`src/rtl/expr_vec_sequencer.sv`:
```
// Drives LFSR operand vectors into an expression block and folds its results into a MISR signature.
// Define EXPR_VEC_SEQ_CMP_EN to add a reference-result comparator (ref_y, mismatch_cnt, first_bad_idx).
module expr_vec_sequencer #(
  parameter int          NUM_VEC    = 256,
  parameter int          SETTLE_CYC = 1,
  parameter int          OP_W       = 60,
  parameter int          Y_W        = 90,
  parameter logic [31:0] MISR_POLY  = 32'h04C11DB7
) (
  input  logic            clk,
  input  logic            rst_n,
  input  logic            start,
  input  logic            abort,
  input  logic [63:0]     seed,
  output logic [OP_W-1:0] op_vec,
  output logic            op_valid,
  input  logic [Y_W-1:0]  dut_y,
`ifdef EXPR_VEC_SEQ_CMP_EN
  input  logic [Y_W-1:0]  ref_y,
  output logic [15:0]     mismatch_cnt,
  output logic [15:0]     first_bad_idx,
`endif
  output logic            busy,
  output logic            done,
  output logic [15:0]     vec_idx,
  output logic [31:0]     signature
);

  typedef enum logic [2:0] {
    IDLE,
    LOAD,
    DRIVE,
    SETTLE,
    CAPTURE,
    DONE
  } state_t;

  localparam logic [15:0] LAST_IDX    = 16'(NUM_VEC - 1);
  localparam logic [3:0]  SETTLE_LOAD = 4'((SETTLE_CYC > 0) ? SETTLE_CYC - 1 : 0);

  state_t      state;
  state_t      state_nxt;
  logic [63:0] lfsr;
  logic [63:0] lfsr_nxt;
  logic [3:0]  settle_cnt;
  logic        last_vec;
  logic [95:0] y_pad;
  logic [31:0] fold;
  logic [31:0] sig_nxt;

  assign last_vec = (vec_idx == LAST_IDX);

  // Fibonacci LFSR, taps 64/63/61/60, new bit enters at bit 0.
  assign lfsr_nxt = {lfsr[62:0], lfsr[63] ^ lfsr[62] ^ lfsr[60] ^ lfsr[59]};

  // The result is zero-extended to three 32-bit words and folded together before entering the MISR.
  assign y_pad   = 96'(dut_y);
  assign fold    = y_pad[31:0] ^ y_pad[63:32] ^ y_pad[95:64];
  assign sig_nxt = {signature[30:0], 1'b0} ^ (signature[31] ? MISR_POLY : 32'h0) ^ fold;

  always_ff @(posedge clk or negedge rst_n) begin
    if (!rst_n) begin
      state <= IDLE;
    end else begin
      state <= state_nxt;
    end
  end

  always_comb begin
    state_nxt = state;
    if (abort) begin
      state_nxt = IDLE;
    end else begin
      case (state)
        IDLE:    if (start) state_nxt = LOAD;
        LOAD:    state_nxt = DRIVE;
        DRIVE:   state_nxt = (SETTLE_CYC > 0) ? SETTLE : CAPTURE;
        SETTLE:  if (settle_cnt == 4'd0) state_nxt = CAPTURE;
        CAPTURE: state_nxt = last_vec ? DONE : DRIVE;
        DONE:    state_nxt = IDLE;
        default: state_nxt = IDLE;
      endcase
    end
  end

  always_comb begin
    busy = 1'b0;
    done = 1'b0;
    case (state)
      LOAD, DRIVE, SETTLE, CAPTURE: busy = 1'b1;
      DONE:                         done = 1'b1;
      default: ;
    endcase
  end

  // Abort freezes the datapath so signature and vec_idx keep whatever the run had reached.
  always_ff @(posedge clk or negedge rst_n) begin
    if (!rst_n) begin
      lfsr       <= 64'h1;
      op_vec     <= '0;
      op_valid   <= 1'b0;
      vec_idx    <= 16'd0;
      signature  <= 32'd0;
      settle_cnt <= 4'd0;
    end else if (abort) begin
      op_valid <= 1'b0;
    end else begin
      case (state)
        LOAD: begin
          lfsr      <= (seed == 64'd0) ? 64'h1 : seed;
          signature <= 32'd0;
          vec_idx   <= 16'd0;
        end
        DRIVE: begin
          op_vec     <= lfsr[OP_W-1:0];
          op_valid   <= 1'b1;
          settle_cnt <= SETTLE_LOAD;
        end
        SETTLE: begin
          if (settle_cnt != 4'd0) settle_cnt <= settle_cnt - 4'd1;
        end
        CAPTURE: begin
          signature <= sig_nxt;
          lfsr      <= lfsr_nxt;
          if (last_vec) begin
            op_valid <= 1'b0;
          end else begin
            vec_idx <= vec_idx + 16'd1;
          end
        end
        default: ;
      endcase
    end
  end

`ifdef EXPR_VEC_SEQ_CMP_EN
  // The first mismatch is recognised by the counter still being zero when it happens.
  always_ff @(posedge clk or negedge rst_n) begin
    if (!rst_n) begin
      mismatch_cnt  <= 16'd0;
      first_bad_idx <= 16'hFFFF;
    end else if (!abort) begin
      if (state == LOAD) begin
        mismatch_cnt  <= 16'd0;
        first_bad_idx <= 16'hFFFF;
      end else if (state == CAPTURE && ref_y != dut_y) begin
        if (mismatch_cnt != 16'hFFFF) mismatch_cnt <= mismatch_cnt + 16'd1;
        if (mismatch_cnt == 16'd0) first_bad_idx <= vec_idx;
      end
    end
  end
`endif

endmodule

```
`config.mk`:
```
export PLATFORM = sky130hd
export DESIGN_NAME = expr_vec_sequencer
export DESIGN_NICKNAME = d
export VERILOG_FILES = /design/src/rtl/expr_vec_sequencer.sv
export SDC_FILE = /design/constraint.sdc
export NUM_CORES = 1
export LEC_CHECK = 0
export BUFFER_PORTS_ARGS = -buffer_cell sky130_fd_sc_hd__buf_4
export CAP_MARGIN = 20
export CORE_MARGIN = 3
export CORE_UTILIZATION = 40
export DETAILED_ROUTE_END_ITERATION = 8
export GPL_ROUTABILITY_DRIVEN = 0
export MAX_ROUTING_LAYER = met4
export PLACE_DENSITY = 0.67
export SYNTH_ARGS = -nofsm -noshare
export SYNTH_HDL_FRONTEND = slang
export SYNTH_SLANG_ARGS = --single-unit
export TNS_END_PERCENT = 5
```
`constraint.sdc`:
```
create_clock -name clk -period 1.6 [get_ports clk]
set_input_delay 0.32 -clock clk [delete_from_list [all_inputs] [get_ports clk]]
set_output_delay 0.32 -clock clk [all_outputs]
set_load 0.02 [all_outputs]
```
# Word level (Yosys, flattened, before mapping)
# Index checks and enable logic that the tools add are counted.
# word_totals
regBits,180
latchBits,0
mem_bits_rw,0
mem_bits_ro,0
input_bits,158
out_inout_bits,111
n_memories,0
# classes
add_sub_neg,2
multipliers,0
div,0
magnitude_cmp,0
n_eq_ne,11
n_shift,0
mux,18
bitwise,8
reduce_logical,14
# op_table
cell,n
64-bit one-hot mux with 2 select lines,1
64-bit zero test,1
64-bit two-way mux,1
32-bit one-hot mux with 2 select lines,1
32-bit bitwise XOR,2
16-bit one-hot mux with 2 select lines,1
32-bit by 26-bit bitwise XOR with 32-bit output,1
32-bit by 27-bit bitwise XOR with 32-bit output,1
27-bit two-way mux,1
"16-bit by 1-bit adder with 16-bit output, second input constant",1
"16-bit by 8-bit == test with 1-bit output, second input constant",1
16-bit two-way mux,1
3-bit one-hot mux with 5 select lines,1
3-bit two-way mux,4
"3-bit != test, second input constant",3
4-bit one-hot mux with 2 select lines,1
2-bit AND reduction,4
"3-bit by 2-bit == test with 1-bit output, second input constant",2
"3-bit == test, second input constant",2
3-bit AND reduction,2
4-bit zero test,1
1-bit two-way mux,4
4-bit two-way mux,1
"2-bit != test, second input constant",2
10 further kinds,13

# Logic depth before layout (Yosys ltp)
# Gate-level depths: netlist of run 1.
# depth
depth_word,4
ltp_mapped,8
depth_no_buf,6

# Least setup slack after synthesis of run 1
# Ideal clock, no wire load.
# synth_path
path_type,register to register
from,register vec_idx[0]
to,register vec_idx[5]
setup_ps,79
t_arrival_ps,1780
setup_slack_ps,-260
path_stages_with_launch,7
path_buffers,1
period_less_slack_ps,1860
cell_sequence,dfrtp_1 ha_1 and3_1 and4_1 clkbuf_1 a211oi_1 mux2i_1
# synth_via
elab_chain_cells,3
elab_cells_between_ends,6
cone_classes,add/sub: 1; eq/ne: 2; mux: 2; reduce/logical: 1
# synth_rtl
element,line,source
start: declaration,25,"output logic [15:0] vec_idx,"
start signal: assignment,128,vec_idx <= vec_idx + 16'd1;
16-bit by 1-bit adder with 16-bit output or 16-bit by 8-bit == test with 1-bit output (tied branches),"128, 51",
16-bit two-way mux or 2-bit != test (tied branches),-,
16-bit one-hot mux with 2 select lines or 3-bit AND reduction (tied branches),-,
# Parallel ways exist; a longest one is shown, timed or not. The select of a mux whose other input is x is not followed.
# A chain may end at the register's enable or synchronous reset.

# Final worst setup path of run 1
# layout_path
from,register state[0]
to,output port busy
# layout_via
elab_chain_cells,3
elab_cells_between_ends,6
cone_classes,eq/ne: 4; mux: 1; reduce/logical: 1
# layout_rtl
element,line,source
start: declaration,41,state_t state;
start signal: assignment,65,state <= state_nxt;
3-bit by 1-bit == test with 1-bit output (tied with other cells),89,case (state)
4-bit OR reduction *,89,
1-bit two-way mux *,89,
end: declaration,23,"output logic busy,"
# Mark *: on every way between the ends. The rest lies on a longest branch, timed or not.

==> run metrics, run 1 <==
status finished, violations left; failing checks negative setup slack; final-report max-slew violation count 0; drc violations 0; H-Tree Level Count 4; maximum clock rate between 0.5 and 0.6 GHz; Worst Path Required about 1.3 ns; Post-Syn Area approximately 0.0087 mm²; Clock Skews between 0.01 and 0.015 ns; pin count of the biggest net entering global routing 43; Worst Path Arrival ~1.5 ns; flop-to-flop setup slack -0.15 ns; vias per cell slightly above 5; drt initial violations 420; chip width between 150 and 200 µm; crit path time final between 1.5 and 2 ns; Synth Warn # 0; antenna viol nets, final 0; Power Density roughly 1300 mW/mm²; die height 153 µm; Max Cap Viol 0; Filler cells 1,794; CTS Buf Count 17; final setup fails roughly 170; initial antenna violation count 1; FFs w/ async S/R, synth 1.00; worst hold path type input pin to flop; Starting Density 0.410; Core ar. between 0.02 and 0.025 mm²; clock-pin slew of the registers on the worst-case setup and hold paths about 0.07 ns; final WL between 20,000 and 30,000 µm; dpl hpwl around 18,000 µm; CTS tree done; syn nets 985; num ports 269; Syn Area/Cell 10.5 µm²; Skew-Pair Late Insertion Delay between 0.4 and 0.5 ns; Syn Inst Count ~830; worst vdd ir between 0.0006 and 0.0007 V; Std-Cell Rows between 50 and 60; setup repair after global routing missed its margin yes; Post-synth EDFFs 0; critical-path maximum fanout 4; CTS max path bufs 2; commonest non-fill, non-tap cell in the layout buf_4; vias in the first global route 7,671; number of synthesized register bits 180; most frequent cells in the layout buf_4, dfrtp_1, nand2_1, xnor2_1, nor2_1; Leak Pwr between 5 and 6 nW; Worst Setup SP state[0]$_DFFE_PN0P_; Yosys cell types 47; sequential element share of the synthesized area 0.518; worst slew pin tran between 0.4 and 0.5 ns; crit end category output port; clock root cell clkbuf_16; Final #Nets 1,323; PortBufs approximately 270; fraction of layout cells with a size suffix above 1 0.452; Final Hold Fails 0; GRT Resource Usage Total 0.220; first-pass GRT wire length between 40,000 and 50,000 µm; TritonCTS sink count 180; ys flop type dfrtp_1; register area about 0.0045 mm²; Placement Setup Slack -0.143 ns; critical path startpoint category flop; Min Hold Slack around 0.15 ns; part of the cycle the worst path needs 1.11; multi-input logic area approximately 0.0043 mm²; vias post-DR roughly 7,500; drt pass-1 iters 5; final setup margin -0.172 ns; Die ar. around 0.024 mm²; Worst Path Class, Setup flop to output port; global route overflow 0; area delta synth->final 48.0%; Slew headroom 0.664; RR Startpoint state[1]$_DFFE_PN0P_; hold_sp seed[7]; routed length per instance approximately 18 µm
-- critical path: stages (launching register included) --
cell and delay (ns):
dfrtp_1 0.42, buf_6 0.15, nor2_4 0.09, buf_6 0.11, xnor2_2 0.09, buf_4 0.15
-- sequential cells by signal (all words and copies together), names as in the netlist --
signal,cells
signature,32
lfsr,64
op_vec,60
state,3
op_valid,1
settle_cnt,4
vec_idx,16
-- final timing paths --
kind                                           end  depth (start not counted)
max                                           busy                          5
min                            lfsr[7]$_DFFE_PN0P_                          3
max reg2reg                vec_idx[11]$_DFFE_PN0P_                          6
min reg2reg                 op_vec[43]$_DFFE_PN0P_                          1
max in group asynchronous   vec_idx[4]$_DFFE_PN0P_                          3
min in group asynchronous   vec_idx[8]$_DFFE_PN0P_                          2
-- final cells by class --
class,instances,area share
timing repair buffer,368,0.242
sequential,180,0.351
inverter,6,0.00175
tap,275,0.0267
clock inverter,15,0.0127
multi-input combinational,590,0.333
clock buffer,17,0.0331
antenna,1,0.000195
-- through the flow --
stage	area, µm²	TNS, ns	cells	total power, W	util
floorplan	8820	-0.586	825	0.0100	-
global placement	11700	-1.11	1395	0.0125	0.551
detailed placement	11700	-4.27	1395	0.0127	0.551
CTS	12600	-4.64	1445	0.0170	0.595
global route	12900	-20.47	1452	0.0181	0.606
finish	12900	-8.95	1452	0.0171	0.606
-- cell usage after synthesis (all sizes together) (7+ instances only) --
library cell,instances,area (µm²)
xnor2,92,806
mux2i,9,90.1
nand2,129,484
mux2,60,676
buf,26,139
a22o,34,298
clkbuf,24,90.1
dfrtp,179,4480
or2,7,43.8
a21oi,13,65.1
nor2,77,297
xor2,18,165
nand4,9,71.3
nand3,9,45.0
o21ai,8,40.0
nor4,19,119
a31oi,54,338
-- power breakdown --
part / total (W) / switching (W) / internal, W
Combinational: 0.00582 / 0.00279 / 0.00303
Sequential: 0.00710 / 0.00109 / 0.00601
Clock: 0.00420 / 0.00197 / 0.00222
Total: 0.0171 / 0.00586 / 0.0113
-- layer usage --
layer / global-route usage / share of wire
met1: 0.273 / 0.41
met5: - / 0
met4: 0.0732 / 0.029
met2: 0.359 / 0.50
met3: 0.0484 / 0.063
-- what timing repair did --
item,4_1_cts,5_1_grt
endpoints found under the hold margin,35,0
cloned,4,1
setup buffers,13,5
gates resized for setup,31,50
hold buffers,1,0
pin swaps,24,12
setup endpoints to repair,166,178
-- cells by family after synthesis --
| logic type | Yosys count | share of synthesized area |
|---|---|---|
| simple gates | 275 | 0.143 |
| flops | 180 | 0.518 |
| compound gates | 133 | 0.107 |
| fa+ha+maj | 2 | 0.00288 |
| mux | 69 | 0.0881 |
| xor+xnor | 110 | 0.112 |
| buf+inv | 56 | 0.0289 |
No activity file was read; power rests on OpenSTA's default activity.
==> inputs of run 2 (changes only) <==
CELL_PAD_IN_SITES_DETAIL_PLACEMENT = 1   (was unset)
CELL_PAD_IN_SITES_GLOBAL_PLACEMENT = 1   (was unset)
CORE_UTILIZATION = 35   (was 40)
PLACE_DENSITY = unset   (was 0.67)
PLACE_DENSITY_LB_ADDON = 0.1   (was unset)
RECOVER_POWER = 100   (was unset)
==> run metrics, run 2 (synthesis results as in run 1) <==
status finished, violations left (unchanged); failing checks negative setup slack (unchanged); PortBufs 268 (unchanged); final-report max-slew violation count 0 (unchanged); Slew headroom 0.454 (was 0.664); Worst Path Arrival 1.48 ns (was 1.45 ns); routed length per instance 18.7 µm (was 17.7 µm); Top reg by flops lfsr (unchanged); TritonCTS sink count 180 (unchanged); global route overflow 0 (unchanged); Clock power frac 0.259 (was 0.245); final setup fails 168 (was 166); H-Tree Level Count 4 (unchanged); vias post-DR 7,635 (was 7,501); first-pass GRT wire length 43,900 µm (was 40,200 µm); biggest regs lfsr (64), op_vec (60), signature (32) (unchanged); die height 164 µm (was 153 µm); part of the cycle the worst path needs 1.12 (was 1.11); Leak Pwr 5.42 nW (was 5.83 nW); antenna viol nets, final 0 (unchanged); CTS max path bufs 2 (unchanged); num ports 269 (unchanged); multi-input logic area 0.00426 mm² (was 0.00428 mm²); final WL 28,200 µm (was 25,800 µm); initial antenna violation count 4 (was 1); clock-pin slew of the registers on the worst-case setup and hold paths 0.08 ns (was 0.07 ns); critical-path maximum fanout 3 (was 4); Power Density 1300 mW/mm² (was 1330 mW/mm²); drc violations 0 (unchanged); GRT Resource Usage Total 0.214 (was 0.220); crit path time final 1.80 ns (was 1.77 ns); Placement Setup Slack -0.228 ns (was -0.143 ns); worst hold path type input pin to flop (unchanged); drt pass-1 iters 4 (was 5); crit end category output port (unchanged); placed cell count 1,439 (was 1,395); Core ar. 0.0244 mm² (was 0.0212 mm²); Clock Skews 0.0124 ns (was 0.0147 ns); chip width 164 µm (was 153 µm); most frequent cells in the layout buf_4, dfrtp_1, nand2_1, clkbuf_1, xnor2_1 (was buf_4, dfrtp_1, nand2_1, xnor2_1, nor2_1); CTS tree done (unchanged); clock root cell clkbuf_16 (unchanged); Std-Cell Rows 57 (was 53); Filler cells 2,713 (was 1,794); Combinational Power Share 0.307 (was 0.340); Net Sw Power 0.00590 W (was 0.00586 W); drt initial violations 319 (was 420); Max Cap Viol 0 (unchanged); Skew-Pair Late Insertion Delay 0.43 ns (was 0.44 ns); area delta synth->final 44.7% (was 48.0%); Worst Path Class, Setup flop to output port (unchanged); register area 0.00451 mm² (unchanged); worst vdd ir 0.000562 V (was 0.000609 V); CTS Buf Count 17 (unchanged); vias per cell 5.06 (was 5.17); Reg power frac 0.434 (was 0.415); final setup margin -0.196 ns (was -0.172 ns); Final #Nets 1,329 (was 1,323); Starting Density 0.356 (was 0.410); worst slew pin tran 0.819 ns (was 0.499 ns); critical path startpoint category flop (unchanged); setup repair after global routing missed its margin yes (unchanged); fraction of layout cells with a size suffix above 1 0.375 (was 0.452); Post-Layout Cell Count 1,509 (was 1,452); Die ar. 0.0268 mm² (was 0.0235 mm²); maximum clock rate 0.557 GHz (was 0.564 GHz); Worst Path Required 1.28 ns (about the same); vias in the first global route 8,013 (was 7,671); cell-internal power 0.0105 W (was 0.0113 W); Sw Share 0.361 (was 0.342); commonest non-fill, non-tap cell in the layout buf_4 (unchanged); dpl hpwl 19,900 µm (was 18,200 µm); pin count of the biggest net entering global routing 60 (was 43); Final Hold Fails 0 (unchanged); max FFs per register 64 (unchanged)
==> run 2: changes by cell type in the layout (fill, tap and decap cells not counted), moves of 4 or more <==
cell / delta
buf_4: -107
clkbuf_1: +98
a21oi_2: -5
mux2_2: +13
nand2_2: +6
a21oi_1: +5
nand2_1: -5
mux2_4: -13
nor2_2: +4
clkbuf_2: +10
==> run 2: metrics by stage <==
step | hold slack (ns) | TNS [ns] | power, W | util | area [µm²]
2_1_floorplan | 0.0244 | -0.586 | 0.0100 | - | 8820
3_3_place_gp | 0.234 | -3.27 | 0.0126 | 0.481 | 11700
3_5_place_dp | 0.239 | -7.20 | 0.0127 | 0.481 | 11700
4_1_cts | 0.132 | -12.64 | 0.0172 | 0.522 | 12700
5_1_grt | 0.141 | -25.13 | 0.0173 | 0.516 | 12600
6_report | 0.152 | -11.92 | 0.0163 | 0.516 | 12600
==> run 2: final timing paths <==
kind / startpoint / endpoint / slack (ns) / depth (start not counted)
max in group asynchronous: rst_n / vec_idx[5]$_DFFE_PN0P_ / 0.14 / 3
worst max register to register: state[1]$_DFFE_PN0P_ / vec_idx[11]$_DFFE_PN0P_ / -0.14 / 6
min in group asynchronous: rst_n / lfsr[41]$_DFFE_PN0P_ / 0.52 / 2
worst max-delay path: state[1]$_DFFE_PN0P_ / done / -0.20 / 5
worst min register to register: op_vec[40]$_DFFE_PN0P_ / op_vec[40]$_DFFE_PN0P_ / 0.51 / 1
worst min-delay path: seed[42] / lfsr[42]$_DFFE_PN0P_ / 0.15 / 3
==> run 2: area by class of cell <==
class                   instances  area share
flip-flops and latches        180       0.359
clock inverters                14      0.0131
diodes                          4    0.000795
well taps                     324      0.0322
inverters                       6     0.00179
multi-input cells             590       0.338
clock buffers                  17      0.0338
repair buffers                374       0.221
==> run 2: metal layers <==
metal / up-vias / wire length (µm) / part of all wire / GRT usage
met4: 0 / 303 / 0.011 / 0.0404
met3: 26 / 1700 / 0.060 / 0.0510
met2: 218 / 14000 / 0.50 / 0.352
li1: 3579 / - / - / -
met1: 3812 / 12200 / 0.43 / 0.271
met5: - / 0 / 0 / -
==> run 2: repair_timing <==
item                       CTS  global route
cloned                       3             3
setup buffers               22             6
gates resized for setup     35            44
hold endpoints to repair    25             0
pin swaps                   10            15
setup endpoints to repair  157           182
hold buffers                 1             0
==> run 2: worst max-delay path: stages (launching register included) <==
cell	delay, ns
dfrtp_1	0.40
buf_6	0.14
buf_6	0.12
nor2b_4	0.13
and2_4	0.16
buf_6	0.11
==> run 2: power groups by stage <==
stage / clock network, W / logic (W) / registers [W]
6_report: 0.00424 / 0.00501 / 0.00710
3_5_place_dp: 0 / 0.00555 / 0.00719
5_1_grt: 0.00455 / 0.00547 / 0.00732
4_1_cts: 0.00435 / 0.00571 / 0.00713
3_3_place_gp: 0 / 0.00543 / 0.00715
2_1_floorplan: 0 / 0.00211 / 0.00791
==> inputs of run 3 (changes only) <==
CTS_CLUSTER_DIAMETER = 150   (was unset)
TNS_END_PERCENT = unset   (was 5)
==> run metrics, run 3 (synthesis results as in run 1) <==
CP Buf/Inv Count 4 (was 3); Placed Area 0.0117 mm² (about the same); Worst Path Class, Setup flop to flop (was flop to output port); Top reg by flops lfsr (unchanged); area delta synth->final 63.6% (was 44.7%); CTS max path bufs 2 (unchanged); routing usage on met1 0.282 (was 0.271); Placement Setup Slack -0.193 ns (was -0.228 ns); Slew headroom 0.539 (was 0.454); WP depth 7 (was 5); Skew-Pair Late Insertion Delay 0.45 ns (was 0.43 ns); delay-heaviest family, CP buffers and inverters (was flip-flops); drt initial violations 406 (was 319); Worst Setup SP state[1]$_DFFE_PN0P_ (unchanged); fin area 0.0142 mm² (was 0.0126 mm²); global route overflow 0 (unchanged); biggest regs lfsr (64), op_vec (60), signature (32) (unchanged); vias in the first global route 8,362 (was 8,013); Filler cells 2,651 (was 2,713); pin count of the biggest net entering global routing 54 (was 60); dpl hpwl 19,900 µm (about the same); slowest CP cell or3b_4 (was dfrtp_1); R2R Path End lfsr[13]$_DFFE_PN0P_ (was vec_idx[11]$_DFFE_PN0P_); grt met3 use 0.0459 (was 0.0510); Global Route met2 Usage 0.382 (was 0.352); failing checks negative setup slack (unchanged); CP peak stage delay 0.45 ns (was 0.40 ns); setup TNS -11.64 ns (was -11.92 ns); Leak Pwr 6.07 nW (was 5.42 nW); Worst Setup EP lfsr[13]$_DFFE_PN0P_ (was done); initial antenna violation count 0 (was 4); vias per cell 5.28 (was 5.06); part of the cycle the worst path needs 1.12 (about the same); Worst Path Arrival 2.11 ns (was 1.48 ns); maximum clock rate 0.556 GHz (was 0.557 GHz); sequence of cells on the critical path buf_6 > or3b_4 > buf_6 > buf_12 > buf_12 > nand2_2 > a31oi_4 (was buf_6 > buf_6 > nor2b_4 > and2_4 > buf_6); CTS Buf Count 17 (unchanged); critical-path maximum fanout 9 (was 3); final WL 35,200 µm (was 28,200 µm); PortBufs 268 (unchanged); critical path startpoint category flop (unchanged); final-report max-slew violation count 0 (unchanged); final setup margin -0.197 ns (was -0.196 ns); Std-Cell Rows 57 (unchanged); first-pass GRT wire length 46,400 µm (was 43,900 µm); drt pass-1 iters 4 (unchanged); Min Hold Slack 0.141 ns (was 0.152 ns); chip width 164 µm (unchanged); commonest non-fill, non-tap cell in the layout buf_4 (unchanged); Final #Nets 1,368 (was 1,329); clock root cell clkbuf_16 (unchanged); Final Hold Fails 0 (unchanged); worst hold path type input pin to flop (unchanged); setup repair after global routing missed its margin yes (unchanged); Core ar. 0.0244 mm² (unchanged); die height 164 µm (unchanged); final setup fails 144 (was 168); Antenna diodes 0 (was 4); Worst Path Required 1.92 ns (was 1.28 ns); routed length per instance 22.8 µm (was 18.7 µm); Clock Skews 0.0135 ns (was 0.0124 ns); status finished, violations left (unchanged); most frequent cells in the layout buf_4, dfrtp_1, clkbuf_1, nand2_1, xnor2_1 (was buf_4, dfrtp_1, nand2_1, clkbuf_1, xnor2_1); num ports 269 (unchanged); Die ar. 0.0268 mm² (unchanged); drc violations 0 (unchanged); max FFs per register 64 (unchanged); clock-pin slew of the registers on the worst-case setup and hold paths 0.08 ns (about the same); antenna viol nets, final 0 (unchanged); Power Density 1280 mW/mm² (was 1300 mW/mm²); GRT Resource Usage Total 0.229 (was 0.214); r2r worst-path depth 7 (was 6); TritonCTS sink count 180 (unchanged); crit end category flop (was output port); Max Cap Viol 0 (unchanged); flop-to-flop setup slack -0.20 ns (was -0.14 ns); H-Tree Level Count 4 (unchanged); Starting Density 0.356 (unchanged); worst slew pin tran 0.691 ns (was 0.819 ns); Tot Pwr 0.0182 W (was 0.0163 W); vias post-DR 8,156 (was 7,635); gr busiest metal met2 (unchanged); CTS tree done (unchanged); fraction of layout cells with a size suffix above 1 0.452 (was 0.375); worst vdd ir 0.000810 V (was 0.000562 V); crit path time final 1.80 ns (about the same); RR Startpoint state[1]$_DFFE_PN0P_ (unchanged)
## run 3: cell types whose count changed in the layout (fill, tap and decap cells not counted), moves of 12 or more
cell / delta
mux2_2: -53
buf_4: -14
buf_16: +13
buf_6: +18
nor2_1: -12
nand2_2: +13
a31oi_1: -23
nand2_4: +14
clkbuf_16: +13
nand2_1: -27
mux2_4: +53
a31oi_4: +20
## run 3: metal layers
metal / vias up / wire length [µm]
met5: - / 0
met2: 284 / 18300
met1: 4135 / 14100
met3: 77 / 1750
met4: 0 / 1110
li1: 3660 / -
## run 3: power by group
group | switching [W] | total, W | internal (W)
registers | 0.00131 | 0.00731 | 0.00600
clock network | 0.00211 | 0.00450 | 0.00239
logic | 0.00332 | 0.00642 | 0.00310
total | 0.00674 | 0.0182 | 0.0115
## run 3: worst register-to-register path, cell delays in order, from the launching register on
cell	delay, ns
dfrtp_2	0.42
buf_6	0.14
or3b_4	0.45
buf_6	0.14
buf_12	0.14
buf_12	0.15
nand2_2	0.12
a31oi_4	0.11
## run 3: stage by stage
stage / util / std cells
after floorplan: - / 825
after global routing: 0.583 / 1545
after detailed placement: 0.479 / 1436
final: 0.583 / 1545
after global placement: 0.479 / 1436
after CTS: 0.543 / 1508
## run 3: worst min path at each step
stage                  start  depth (start not counted)  slack [ns]              endpoint
global route        seed[50]                          3        0.14  lfsr[50]$_DFFE_PN0P_
global placement       rst_n                          1        0.30  lfsr[42]$_DFFE_PN0P_
floorplan              rst_n                          0        0.02  lfsr[10]$_DFFE_PN0P_
finish              seed[42]                          3        0.14  lfsr[42]$_DFFE_PN0P_
detailed placement     rst_n                          1        0.30  lfsr[42]$_DFFE_PN0P_
CTS                  seed[0]                          2        0.13   lfsr[0]$_DFFE_PN1P_
## run 3: repair_timing
action	4_1_cts	5_1_grt
pin swaps	23	64
buffers inserted	27	22
cloned	13	22
hold endpoints to repair	39	0
hold buffers	1	0
resized for setup	84	204
endpoints found under the setup margin	124	177
## run 3: area by class of cell
class / instances / area (µm²) / area share
multi-input cells: 591 / 4990 / 0.351
flip-flops and latches: 180 / 4520 / 0.317
repair buffers: 412 / 3680 / 0.258
clock buffers: 18 / 429 / 0.0302
well taps: 324 / 405 / 0.0285
clock inverters: 14 / 186 / 0.0131
inverters: 6 / 22.5 / 0.00158
